File: config.mk
export PLATFORM = sky130hd
export DESIGN_NAME = axi_cmd_arbiter
export DESIGN_NICKNAME = d
export VERILOG_FILES = /design/src/rtl/axi_pkg.sv /design/src/rtl/axi_cmd_arbiter_rr_picker.sv /design/src/rtl/axi_cmd_arbiter.sv
export SDC_FILE = /design/constraint.sdc
export NUM_CORES = 1
export LEC_CHECK = 0
export CAP_MARGIN = 0
export CORE_AREA = 5 5 183 185
export DETAILED_ROUTE_END_ITERATION = 8
export DIE_AREA = 0 0 188 190
export PLACE_DENSITY = 0.55
export SYNTH_ARGS = -nofsm -noshare
export SYNTH_HDL_FRONTEND = slang
export SYNTH_HIERARCHICAL = 1
export SYNTH_SLANG_ARGS = --single-unit
export TNS_END_PERCENT = 20
File: constraint.sdc
create_clock -name clk -period 1.7 [get_ports clk]
set_clock_uncertainty 0.05 [all_clocks]
set_input_delay 0.17 -clock clk [delete_from_list [all_inputs] [get_ports clk]]
set_output_delay 0.17 -clock clk [all_outputs]
set_load 0.02 [all_outputs]
File: src/rtl/axi_pkg.sv
// axi_pkg: AXI response codes, arbiter state encoding and pointer helper.
// Shared by axi_cmd_arbiter and rr_picker.
package axi_pkg;

  localparam logic [1:0] OKAY   = 2'b00;
  localparam logic [1:0] EXOKAY = 2'b01;
  localparam logic [1:0] SLVERR = 2'b10;
  localparam logic [1:0] DECERR = 2'b11;

  typedef enum logic [1:0] {
    ARB_IDLE  = 2'd0,
    ARB_ISSUE = 2'd1,
    ARB_BUSY  = 2'd2
  } arb_state_e;

  // next round-robin start point, wrapping at n
  function automatic int unsigned rr_next(
    input int unsigned idx,
    input int unsigned n
  );
    return (idx + 1 == n) ? 0 : idx + 1;
  endfunction

endpackage

File: src/rtl/axi_cmd_arbiter_rr_picker.sv
// rr_picker: combinational round-robin winner search.
// First set req bit at or after ptr, wrapping past NUM_REQ-1.
module rr_picker
  import axi_pkg::*;
#(
  parameter int NUM_REQ = 4,
  parameter int IW      = $clog2(NUM_REQ)
) (
  input  logic [NUM_REQ-1:0] req,
  input  logic [IW-1:0]      ptr,
  output logic [IW-1:0]      idx,
  output logic               any
);

  always_comb begin
    int c;
    idx = '0;
    any = 1'b0;
    for (int i = 0; i < NUM_REQ; i++) begin
      c = int'(ptr) + i;
      if (c >= NUM_REQ) c = c - NUM_REQ;
      if (!any && req[IW'(c)]) begin
        idx = IW'(c);
        any = 1'b1;
      end
    end
  end

endmodule

File: src/rtl/axi_cmd_arbiter.sv
// axi_cmd_arbiter: round-robin N:1 command arbiter in front of axi_master.
// Optional per-requester grant counters: define AXI_CMD_ARB_STATS_EN.
module axi_cmd_arbiter
  import axi_pkg::*;
#(
  parameter int NUM_REQ        = 4,
  parameter int AXI_ADDR_WIDTH = 32,
  parameter int AXI_DATA_WIDTH = 32
) (
  input  logic                                clk,
  input  logic                                rst_n,
  input  logic [NUM_REQ-1:0]                  req_valid,
  output logic [NUM_REQ-1:0]                  req_ready,
  input  logic [NUM_REQ-1:0]                  req_write,
  input  logic [NUM_REQ*AXI_ADDR_WIDTH-1:0]   req_addr,
  input  logic [NUM_REQ*AXI_DATA_WIDTH-1:0]   req_wdata,
  input  logic [NUM_REQ*(AXI_DATA_WIDTH/8)-1:0] req_wstrb,
  input  logic [NUM_REQ*8-1:0]                req_len,
  output logic [AXI_DATA_WIDTH-1:0]           rsp_rdata,
  output logic [1:0]                          rsp_resp,
  output logic [NUM_REQ-1:0]                  rsp_rvalid,
  input  logic [NUM_REQ-1:0]                  rsp_rready,
  output logic                                cmd_valid,
  input  logic                                cmd_ready,
  output logic                                cmd_write,
  output logic [AXI_ADDR_WIDTH-1:0]           cmd_addr,
  output logic [AXI_DATA_WIDTH-1:0]           cmd_wdata,
  output logic [AXI_DATA_WIDTH/8-1:0]         cmd_wstrb,
  output logic [7:0]                          cmd_len,
  input  logic [AXI_DATA_WIDTH-1:0]           cmd_rdata,
  input  logic [1:0]                          cmd_resp,
  input  logic                                cmd_rvalid,
  output logic                                cmd_rready,
  input  logic                                cmd_done,
  output logic [$clog2(NUM_REQ)-1:0]          grant_idx
`ifdef AXI_CMD_ARB_STATS_EN
  ,
  output logic [NUM_REQ*16-1:0]               grant_cnt
`endif
);

  localparam int IW = $clog2(NUM_REQ);
  localparam int AW = AXI_ADDR_WIDTH;
  localparam int DW = AXI_DATA_WIDTH;
  localparam int SW = AXI_DATA_WIDTH / 8;

  arb_state_e    state_q, state_d;
  logic [IW-1:0] rr_ptr_q, rr_ptr_d;
  logic [IW-1:0] grant_q, grant_d;
  logic          cmd_write_q, cmd_write_d;
  logic [AW-1:0] cmd_addr_q, cmd_addr_d;
  logic [7:0]    cmd_len_q, cmd_len_d;

  logic [IW-1:0] win_idx;
  logic          win_any;
  logic          win_write;
  logic [AW-1:0] win_addr;
  logic [7:0]    win_len;
  logic [DW-1:0] sel_wdata;
  logic [SW-1:0] sel_wstrb;
  logic          sel_rready;

  logic st_idle, st_issue, st_busy, hs;

  assign st_idle  = (state_q == ARB_IDLE);
  assign st_issue = (state_q == ARB_ISSUE);
  assign st_busy  = (state_q == ARB_BUSY);
  assign hs       = st_issue && cmd_ready;

  rr_picker #(
    .NUM_REQ(NUM_REQ),
    .IW     (IW)
  ) u_pick (
    .req(req_valid),
    .ptr(rr_ptr_q),
    .idx(win_idx),
    .any(win_any)
  );

  // fields of the arbitration winner, latched on entry to ISSUE
  always_comb begin
    win_write = 1'b0;
    win_addr  = '0;
    win_len   = '0;
    for (int i = 0; i < NUM_REQ; i++) begin
      if (IW'(i) == win_idx) begin
        win_write = req_write[i];
        win_addr  = req_addr[i*AW +: AW];
        win_len   = req_len[i*8 +: 8];
      end
    end
  end

  always_comb begin
    sel_wdata  = '0;
    sel_wstrb  = '0;
    sel_rready = 1'b0;
    for (int i = 0; i < NUM_REQ; i++) begin
      if (IW'(i) == grant_q) begin
        sel_wdata  = req_wdata[i*DW +: DW];
        sel_wstrb  = req_wstrb[i*SW +: SW];
        sel_rready = rsp_rready[i];
      end
    end
  end

  always_comb begin
    state_d     = state_q;
    rr_ptr_d    = rr_ptr_q;
    grant_d     = grant_q;
    cmd_write_d = cmd_write_q;
    cmd_addr_d  = cmd_addr_q;
    cmd_len_d   = cmd_len_q;
    unique case (1'b1)
      st_idle: begin
        if (win_any) begin
          state_d     = ARB_ISSUE;
          grant_d     = win_idx;
          cmd_write_d = win_write;
          cmd_addr_d  = win_addr;
          cmd_len_d   = win_len;
        end
      end
      st_issue: begin
        if (cmd_ready) begin
          state_d  = ARB_BUSY;
          rr_ptr_d = IW'(rr_next(32'(grant_q), NUM_REQ));
        end
      end
      st_busy: begin
        if (cmd_done) state_d = ARB_IDLE;
      end
      default: state_d = ARB_IDLE;
    endcase
  end

  always_ff @(posedge clk or negedge rst_n) begin
    if (!rst_n) begin
      state_q     <= ARB_IDLE;
      rr_ptr_q    <= '0;
      grant_q     <= '0;
      cmd_write_q <= 1'b0;
      cmd_addr_q  <= '0;
      cmd_len_q   <= '0;
    end else begin
      state_q     <= state_d;
      rr_ptr_q    <= rr_ptr_d;
      grant_q     <= grant_d;
      cmd_write_q <= cmd_write_d;
      cmd_addr_q  <= cmd_addr_d;
      cmd_len_q   <= cmd_len_d;
    end
  end

  always_comb begin
    req_ready  = '0;
    rsp_rvalid = '0;
    for (int i = 0; i < NUM_REQ; i++) begin
      if (IW'(i) == grant_q) begin
        req_ready[i]  = hs;
        rsp_rvalid[i] = st_busy && cmd_rvalid;
      end
    end
  end

  assign cmd_valid  = st_issue;
  assign cmd_write  = cmd_write_q;
  assign cmd_addr   = cmd_addr_q;
  assign cmd_len    = cmd_len_q;
  assign cmd_wdata  = sel_wdata;
  assign cmd_wstrb  = sel_wstrb;
  assign cmd_rready = st_busy && sel_rready;
  assign rsp_rdata  = cmd_rdata;
  assign rsp_resp   = cmd_resp;
  assign grant_idx  = grant_q;

`ifdef AXI_CMD_ARB_STATS_EN
  logic [15:0] cnt_q [NUM_REQ];
  logic [15:0] cnt_d [NUM_REQ];

  always_comb begin
    cnt_d = cnt_q;
    if (hs && cnt_q[grant_q] != 16'hFFFF) begin
      cnt_d[grant_q] = cnt_q[grant_q] + 16'd1;
    end
  end

  always_ff @(posedge clk or negedge rst_n) begin
    if (!rst_n) begin
      for (int i = 0; i < NUM_REQ; i++) cnt_q[i] <= '0;
    end else begin
      cnt_q <= cnt_d;
    end
  end

  always_comb begin
    grant_cnt = '0;
    for (int i = 0; i < NUM_REQ; i++) begin
      grant_cnt[i*16 +: 16] = cnt_q[i];
    end
  end
`endif

endmodule

# == After elaboration in Yosys (flattened, before gate mapping) ==
# Index checks and enable logic that the tools add are counted.
# totals
elab_cells,110
register_bits,47
out_inout_bits,123
in_bits,355
# classes
n_lt_le_gt_ge,8
add_sub_neg,8
eq_ne,12
n_reduce_logical,15
muxes,61
# op_table
op,count
32-bit two-way mux,8
8-bit two-way mux,4
1-bit two-way mux,28
2-bit two-way mux,12
"2-bit by 4-bit < comparator with 1-bit output, second input constant",4
4-bit two-way mux,4
"3-bit >= comparator, second input constant",3
1-bit binary-select mux with 2-bit select,4
"2-bit equality test, first input constant",4
"2-bit by 1-bit subtractor with 2-bit output, second input constant",4
"2-bit by 1-bit adder with 3-bit output, second input constant",2
"2-bit by 2-bit adder with 3-bit output, second input constant",2
1-bit logical AND,6
2-bit zero test,3
2-bit one-hot mux with 3 select lines,1
"1-bit by 2-bit equality test with 1-bit output, first input constant",2
"2-bit != test, second input constant",2
2-bit AND reduction,2
"3-bit equality test, second input constant",1
"2-bit by 3-bit >= comparator with 1-bit output, second input constant",1
1-bit zero test,3
3-bit AND reduction,1
"2-bit by 1-bit equality test with 1-bit output, second input constant",1
"2-bit equality test, second input constant",1
"2-bit by 1-bit != test with 1-bit output, second input constant",1

# == Longest topological paths before layout ==
# Gate-level depths: netlist (run 1).
# logic_depth
ltp_word,20
depth_mapped,8
depth_no_buf,5

# == Cells and area by module ==
# Netlist (run 1), hierarchy kept.
# modules_own_cells
mod,cells_each,area_per_inst_um2,seq_area_each_um2,n_inst
axi_cmd_arbiter,478,4424.2,1176.1,1
rr_picker,15,77.6,0.0,1

# == Least setup slack after synthesis (run 1) ==
# Ideal clock, no wire load.
# synth_timing
path_kind,reg-to-output
from,"register grant_q[1], in the netlist grant_idx[1]"
to,output cmd_wdata[10]
arrival_ns,2.047
slack_ns,-0.567
n_path_buf,3
required_time_ns,1.480
stages_incl_launch_ff,9
path_cell_list,dfrtp_1 > inv_1 > ha_1 > clkbuf_1 > nor2b_1 > buf_2 > buf_2 > a221oi_1 > o31ai_1
# synth_between
elab_chain_cells,5
word_cells_on_any_way,8
cone_classes,eq/ne (3); mux (4); reduce/logical (1)
# synth_lines
item,line,source
start: declaration,axi_cmd_arbiter.sv:49,"logic [IW-1:0] grant_q, grant_d;"
start signal: assignment,axi_cmd_arbiter.sv:148,grant_q <= grant_d;
2-bit zero test,axi_cmd_arbiter.sv:99,if (IW'(i) == grant_q) begin
32-bit two-way mux (3 in series),axi_cmd_arbiter.sv:99,
32-bit two-way mux *,axi_cmd_arbiter.sv:99,
end: declaration,axi_cmd_arbiter.sv:27,"output logic [AXI_DATA_WIDTH-1:0] cmd_wdata,"
# Mark *: on every way between the ends. The rest lies on a longest branch, timed or not.

# == Worst setup path after layout (run 1) ==
# layout_timing
from,"register grant_q[0], in the netlist grant_idx[0]"
to,output cmd_wdata[18]
# Same word-level chain as after synthesis.

==> flow_metrics.env, run 1 <==
export IMPL_core_area_sq_um=31900
export IMPL_slew_headroom_pct=72.1
export IMPL_fin_nets=1277
export IMPL_ant_nets=0
export IMPL_fmax_mhz=458
export IMPL_fp_dieW_microns=188
export IMPL_clkTransAtPathRegs_ns=0.08
export IMPL_crit_type="reg -> out"
export IMPL_clock_tree_buffer_depth=2
export IMPL_initial_core_util_pct=14.1
export IMPL_synth_most_common_cell="mux2i_1"
export IMPL_io_pins=478
export IMPL_worst_pin_slew_ns=0.419
export IMPL_yosys_top_cells_count="mux2i_1 (82), nand2_1 (81), dfrtp_1 (47)"
export IMPL_status="finished with violations"
export IMPL_antenna_cells=0
export IMPL_wl_microns=26200
export IMPL_finalSetupViolCount=85
export IMPL_async_flop_share_pct=100
export IMPL_critPathSlowestCell="dfrtp_2"
export IMPL_power_total_mw=18.9
export IMPL_ir_worst_vdd_uv=647
export IMPL_period_needed_ns=2.18
export IMPL_cpMostUsedCell="buf_12"
export IMPL_gp_congestion=0.803
export IMPL_cts_sinks=47
export IMPL_area_delta_synth_final_pct=145
export IMPL_numCtsBuffers=5
export IMPL_drv_slew=0
export IMPL_synthCells=493
export IMPL_die_height_microns=190
export IMPL_yosysSeqAreaShare_pct=26.1
export IMPL_cp_buffers_inverters=4
export IMPL_grt_pass1_wl_microns=38100
export IMPL_via_per_inst=4.24
export IMPL_max_stage_delay_ns=0.44
export IMPL_path_cells="inv_4 > ha_4 > nor2b_4 > buf_12 > buf_12 > a221oi_2 > o31ai_4 > buf_6"
export IMPL_antenna_found_initial=1
export IMPL_cts_root_buf="clkbuf_16"
export IMPL_synth_seq_cells=47
export IMPL_grtUsageTotal_pct=13.7
export IMPL_ys_warn_count=6
export IMPL_hpwl_microns=21400
export IMPL_cts_tree="built"
export IMPL_post_route_util_pct=34.6
export IMPL_synth_area_per_cell_sq_um=9.13
export IMPL_syn_area_sq_um=4500
export IMPL_syn_nets=854
export IMPL_synth_top_area_share_pct=26.1
export IMPL_crit_path_start_kind="flip-flop"
export IMPL_power_density_nw_per_um2=1710
export IMPL_yosysTopAreaCell="dfrtp_1"
export IMPL_drt_iter0_drc=89
export IMPL_wl_per_cell_microns=19.8
export IMPL_fin_hold_ws_ns=0.285
export IMPL_synth_edf_count=0
export IMPL_htree_levels=2
export IMPL_yosys_cell_types_count=28
export IMPL_grt_pass1_vias=6206
export IMPL_clock_latency_ns=0.29
export IMPL_arrival_ns=1.96
export IMPL_fin_tns_setup_ns=-23.44
export IMPL_required_ns=1.48
export IMPL_violations="setup timing"
export IMPL_synth_area_leaders="dfrtp_1 (26%), mux2i_1 (18%), o221ai_2 (13%)"
export IMPL_setup_slack_ns=-0.485
export IMPL_dieArea_sq_um=35700
export IMPL_maxCapViolCount=0
export IMPL_fin_crit_sh_pct=129
export IMPL_cp_max_fo=10
export IMPL_rows=66
export IMPL_p_leak_nw=4.16
export IMPL_route_detailed_drc=0
export IMPL_end_kind="output port"
export IMPL_route_vias_total=5616
export IMPL_hold_class="in -> async"
export IMPL_grt_max_degree=37
export IMPL_layout_drive_gt1_share_pct=34.0
export IMPL_grt_ovfl_total=0
export IMPL_cp_top_family="buffers and inverters"
export IMPL_synthFlopType="dfrtp_1"
export IMPL_finalHoldViolCount=0
export IMPL_drtPass1Iterations=4
export IMPL_placement_io_buffers=409
export IMPL_rsz0062_at_grt="yes"
==> path summary, 6_finish.rpt <==
path / from / to / slack, ns / cells after the start
worst min register to register: cmd_write$_DFFE_PN0P_ / cmd_write$_DFFE_PN0P_ / 0.44 / 2
min in group clk: cmd_rdata[0] / rsp_rdata[0] / 0.29 / 0
worst max register to register: rr_ptr_q[0]$_DFFE_PN0P_ / cmd_addr[8]$_DFFE_PN0P_ / -0.20 / 7
worst max-delay path: grant_idx[0]$_DFFE_PN0P_ / cmd_wdata[18] / -0.48 / 8
worst min-delay path: rst_n / cmd_len[2]$_DFFE_PN0P_ / 0.28 / 2
max in group asynchronous: rst_n / grant_idx[1]$_DFFE_PN0P_ / 0.75 / 3
==> layer usage <==
metal  share of wire (%)  vias to the layer above  GRT usage (%)
met5               0.027                        -              0
met1                  36                     2588           14.8
met2                  51                      318           25.1
met4                 2.9                        2           4.32
li1                    -                     2677              -
met3                 9.2                       31           4.84
==> state kept, by name (all words and copies together) (netlist names) <==
signal	count
cmd_addr	32
cmd_len	8
grant_idx	2
rr_ptr_q	2
state_q	2
cmd_write	1
==> logic make-up (layout without fill, tap and decap cells) <==
| kind of cell | after synthesis | in the layout | synth area share, % |
|---|---|---|---|
| compound gates | 129 | 129 | 28.7 |
| buf+inv | 91 | 515 | 12.3 |
| fa+ha+maj | 6 | 6 | 1.67 |
| flops | 47 | 47 | 26.1 |
| mux | 83 | 83 | 18.5 |
| simple gates | 137 | 137 | 12.7 |
==> worst reg2reg max path, delay by kind of cell (launching register included) <==
kind            cells  cell delay (ns)
buf+inv             3             0.46
mux                 1             0.25
flops               1             0.38
compound gates      3             0.64
==> cells in the final DEF (no fill, tap or decap), drive strengths merged <==
master / count
dfrtp: 47
mux2: 1
o21ai: 6
nand2b: 3
dlygate4sd3: 1
o31ai: 37
and3: 7
mux2i: 82
nand3: 2
clkbuf: 8
a221oi: 36
nor3b: 1
or4b: 1
a22o: 1
dlygate4sd2: 2
nand2: 81
a21oi: 6
buf: 132
a221o: 1
inv: 11
clkdlybuf4s50: 360
bufinv: 1
nor2: 37
o221ai: 42
ha: 6
nand3b: 1
or3b: 1
nor2b: 3
==> timing repair <==
item / CTS / global route
hold buffers: 1 / 0
pin swaps: 8 / 12
endpoints found under the hold margin: 15 / 0
buffers inserted: 5 / 12
endpoints found under the setup margin: 89 / 87
resized for setup: 238 / 114
gates cloned: 0 / 1
==> through the flow <==
stage	setup slack [ns]	area, sq um	instances
after global routing	-0.573	11000	1325
after floorplan	-0.106	5220	493
after CTS	-0.603	10600	1314
final	-0.485	11000	1325
after detailed placement	-0.656	10100	1300
after global placement	-0.609	10100	1300
==> where the power goes <==
part	internal, mW	total [mW]	switching, mW
logic	8.04	15.6	7.52
clock network	0.742	1.24	0.493
registers	1.69	2.08	0.383
==> area by class of cell <==
cell class,instances,area [sq um]
Tap cell,408,510
Fill cell,3231,20800
Clock buffer,6,139
Inverter,10,45.0
Clock inverter,2,38.8
Sequential cell,47,1180
Multi-Input combinational cell,355,3930
Timing Repair Buffer,497,5200
No activity file was read; power rests on OpenSTA's default activity.
==> inputs of run 2 (changes only) <==
--- a/config.mk
+++ b/config.mk
@@ -10,6 +10,7 @@
 export DETAILED_ROUTE_END_ITERATION = 8
 export DIE_AREA = 0 0 188 190
 export PLACE_DENSITY = 0.55
+export RECOVER_POWER = 25
 export SYNTH_ARGS = -nofsm -noshare
 export SYNTH_HDL_FRONTEND = slang
 export SYNTH_HIERARCHICAL = 1
==> results of run 2 <==
The final DEF is identical to that of run 1; final timing and power are the same.
==> inputs of run 3 (changes only) <==
--- a/config.mk
+++ b/config.mk
@@ -5,11 +5,12 @@
 export SDC_FILE = /design/constraint.sdc
 export NUM_CORES = 1
 export LEC_CHECK = 0
+export ABC_AREA = 1
 export CAP_MARGIN = 0
-export CORE_AREA = 5 5 183 185
+export CORE_AREA = 5 5 180 182
 export DETAILED_ROUTE_END_ITERATION = 8
-export DIE_AREA = 0 0 188 190
-export PLACE_DENSITY = 0.55
+export DIE_AREA = 0 0 185 187
+export PLACE_DENSITY = 0.59
 export RECOVER_POWER = 25
 export SYNTH_ARGS = -nofsm -noshare
 export SYNTH_HDL_FRONTEND = slang
==> flow_metrics.env, run 3 <==
export IMPL_arrival_ns=2.37
export IMPL_fmax_mhz=459
export IMPL_ys_warn_count=6
export IMPL_yosys_top_cells_count="nand2_1 (345), nor2_1 (166), nand3_1 (123)"
export IMPL_synthCells=915
export IMPL_wl_microns=31700
export IMPL_async_flop_share_pct=100
export IMPL_dieArea_sq_um=34600
export IMPL_syn_nets=1276
export IMPL_rsz0062_at_grt="yes"
export IMPL_seqPwrFrac_pct=8.9
export IMPL_synthMuxAreaShare_pct=0
export IMPL_yosys_area_share_simple_pct=53.1
export IMPL_yosysSeqAreaShare_pct=22.9
export IMPL_cellInternalPower_mw=11.6
export IMPL_end_kind="flip-flop"
export IMPL_slew_headroom_pct=63.7
export IMPL_synth_edf_count=0
export IMPL_fin_crit_sh_pct=128
export IMPL_finalHoldViolCount=0
export IMPL_cts_tree="built"
export IMPL_mostFrequentLayoutCells="clkdlybuf4s50_1 (360), nand2_1 (325), nor2_1 (152), nand3_1 (118), buf_4 (76)"
export IMPL_ant_nets=0
export IMPL_critPathSlowestCell="dfrtp_2"
export IMPL_yosys_cell_types_count=24
export IMPL_cp_max_fo=13
export IMPL_synth_top_family_by_area="simple AND/OR/NAND/NOR gates"
export IMPL_setup_slack_ns=-0.477
export IMPL_fin_tns_setup_ns=-30.41
export IMPL_cts_sinks=47
export IMPL_layout_drive_gt1_share_pct=19.0
export IMPL_drt_iter0_drc=281
export IMPL_synth_xor_area_share_pct=0
export IMPL_htree_levels=2
export IMPL_drv_slew=0
export IMPL_via_per_inst=4.34
export IMPL_maxCapViolCount=0
export IMPL_cpMostUsedCell="nand2_1"
export IMPL_max_stage_delay_ns=0.47
export IMPL_grt_pass1_vias=7817
export IMPL_drtPass1Iterations=5
export IMPL_rows=64
export IMPL_clock_latency_ns=0.30
export IMPL_io_pins=478
export IMPL_clkTransAtPathRegs_ns=0.07
export IMPL_syn_area_sq_um=5140
export IMPL_power_total_mw=23.6
export IMPL_ir_worst_vdd_uv=1170
export IMPL_synthFlopType="dfrtp_1"
export IMPL_placement_io_buffers=409
export IMPL_fin_nets=1689
export IMPL_core_area_sq_um=30400
export IMPL_crit_path_start_kind="flip-flop"
export IMPL_wl_per_cell_microns=18.4
export IMPL_power_density_nw_per_um2=2190
export IMPL_path_cells="clkbuf_16 > nand2_4 > nand2_4 > nand2_1 > nand2_2 > a21oi_2 > nand2_1 > nand2_4 > inv_8 > buf_6 > nor2_8 > clkbuf_16 > nand2_1 > nand3_1 > nand2_1 > nand2_1"
export IMPL_fp_dieW_microns=185
export IMPL_p_leak_nw=4.94
export IMPL_cts_root_buf="clkbuf_16"
export IMPL_grt_max_degree=44
export IMPL_synth_area_per_cell_sq_um=5.62
export IMPL_grt_pass1_wl_microns=46000
export IMPL_finalSetupViolCount=89
export IMPL_synth_area_leaders="nand2_1 (25%), dfrtp_1 (23%), nor2_1 (12%)"
export IMPL_yosysTopAreaCell="nand2_1"
export IMPL_crit_type="reg -> reg"
export IMPL_grt_ovfl_total=0
export IMPL_post_route_util_pct=35.5
export IMPL_antenna_found_initial=5
export IMPL_required_ns=1.89
export IMPL_hold_class="in -> out"
export IMPL_sw_frac_of_total_pct=51.0
export IMPL_die_height_microns=187
export IMPL_period_needed_ns=2.18
export IMPL_synth_most_common_cell="nand2_1"
export IMPL_clock_tree_buffer_depth=2
export IMPL_worst_pin_slew_ns=0.544
export IMPL_route_vias_total=7491
export IMPL_comb_power_share_pct=85.7
export IMPL_numCtsBuffers=5
export IMPL_initial_core_util_pct=16.9
export IMPL_synth_top_area_share_pct=25.2
export IMPL_violations="setup timing"
export IMPL_hpwl_microns=24600
export IMPL_area_delta_synth_final_pct=110
export IMPL_largest_reg_flops=32
export IMPL_status="finished with violations"
export IMPL_synth_compound_area_share_pct=8.42
export IMPL_pwr_share_clk_pct=5.4
export IMPL_grtUsageTotal_pct=17.1
export IMPL_gp_congestion=0.875
export IMPL_synth_seq_cells=47
export IMPL_synthAdderAreaFrac_pct=1.46
export IMPL_route_detailed_drc=0
export IMPL_final_common_cell="clkdlybuf4s50_1"
export IMPL_p_switching_mw=12.1
run 3: worst max-delay path: cells and delay by family, from the launching register on:
kind / cells / cell delay [ns]
DFF: 1 / 0.47
and+or+nand+nor: 11 / 0.89
buffers and inverters: 4 / 0.58
AOI/OAI and AO/OA: 1 / 0.12
run 3: through the flow:
step | instance area, sq um | std cells | hold slack, ns | setup slack (ns)
finish | 10800 | 1728 | 0.290 | -0.477
global route | 10800 | 1728 | 0.290 | -0.607
CTS | 10600 | 1719 | 0.290 | -0.445
detailed placement | 9980 | 1703 | 0.149 | -0.641
global placement | 9980 | 1703 | 0.161 | -0.664
floorplan | 5150 | 915 | -0.176 | -0.122
run 3: power groups by stage:
stage / Clock (mW) / Combinational, mW / Sequential [mW]
final: 1.27 / 20.3 / 2.11
after floorplan: 0 / 9.45 / 2.63
after CTS: 1.32 / 19.5 / 2.11
after global routing: 1.35 / 22.2 / 2.20
after global placement: 0 / 17.8 / 2.08
after detailed placement: 0 / 17.9 / 2.08
run 3: layout make-up:
| cell class | instances | area, sq um |
|---|---|---|
| inverter | 21 | 104 |
| antenna | 3 | 7.51 |
| multi-input combinational | 749 | 3570 |
| tap | 396 | 495 |
| fill | 3235 | 19600 |
| sequential | 47 | 1180 |
| clock buffer | 6 | 139 |
| clock inverter | 2 | 38.8 |
| timing repair buffer | 504 | 5260 |
run 3: kinds of logic (layout without fill, tap and decap cells):
family / count (synthesis) / after routing
flops: 47 / 47
simple gates: 657 / 657
other cells: 0 / 3
buf+inv: 119 / 533
fa+ha+maj: 6 / 6
compound gates: 86 / 86
run 3: what timing repair did:
action                                  CTS  global route
setup buffers                             2             3
pin swaps                                 8             6
resized for setup                       322            50
endpoints found under the hold margin    19             0
hold buffers                              1             0
cloned                                    5             3
endpoints found under the setup margin   92            89
run 3: metal layers:
layer  global-route usage, %  wire length (microns)  up-vias
li1                        -                      -     3695
met4                    6.10                    968        2
met3                    5.35                   3080       48
met2                    31.5                  16300      381
met1                    18.0                  11400     3365
met5                       0                     13        -
run 3: path summary, 6_finish.rpt:
kind	startpoint	endpoint	slack, ns	cells after the start
worst max-delay path	rr_ptr_q[0]$_DFFE_PN0P_	cmd_addr[16]$_DFFE_PN0P_	-0.48	16
worst min-delay path	cmd_rdata[0]	rsp_rdata[0]	0.29	0
worst max register to register	rr_ptr_q[0]$_DFFE_PN0P_	cmd_addr[16]$_DFFE_PN0P_	-0.48	16
worst min register to register	cmd_addr[19]$_DFFE_PN0P_	cmd_addr[19]$_DFFE_PN0P_	0.43	2
max in group asynchronous	rst_n	cmd_addr[18]$_DFFE_PN0P_	0.69	3
min in group asynchronous	rst_n	cmd_addr[13]$_DFFE_PN0P_	0.33	2
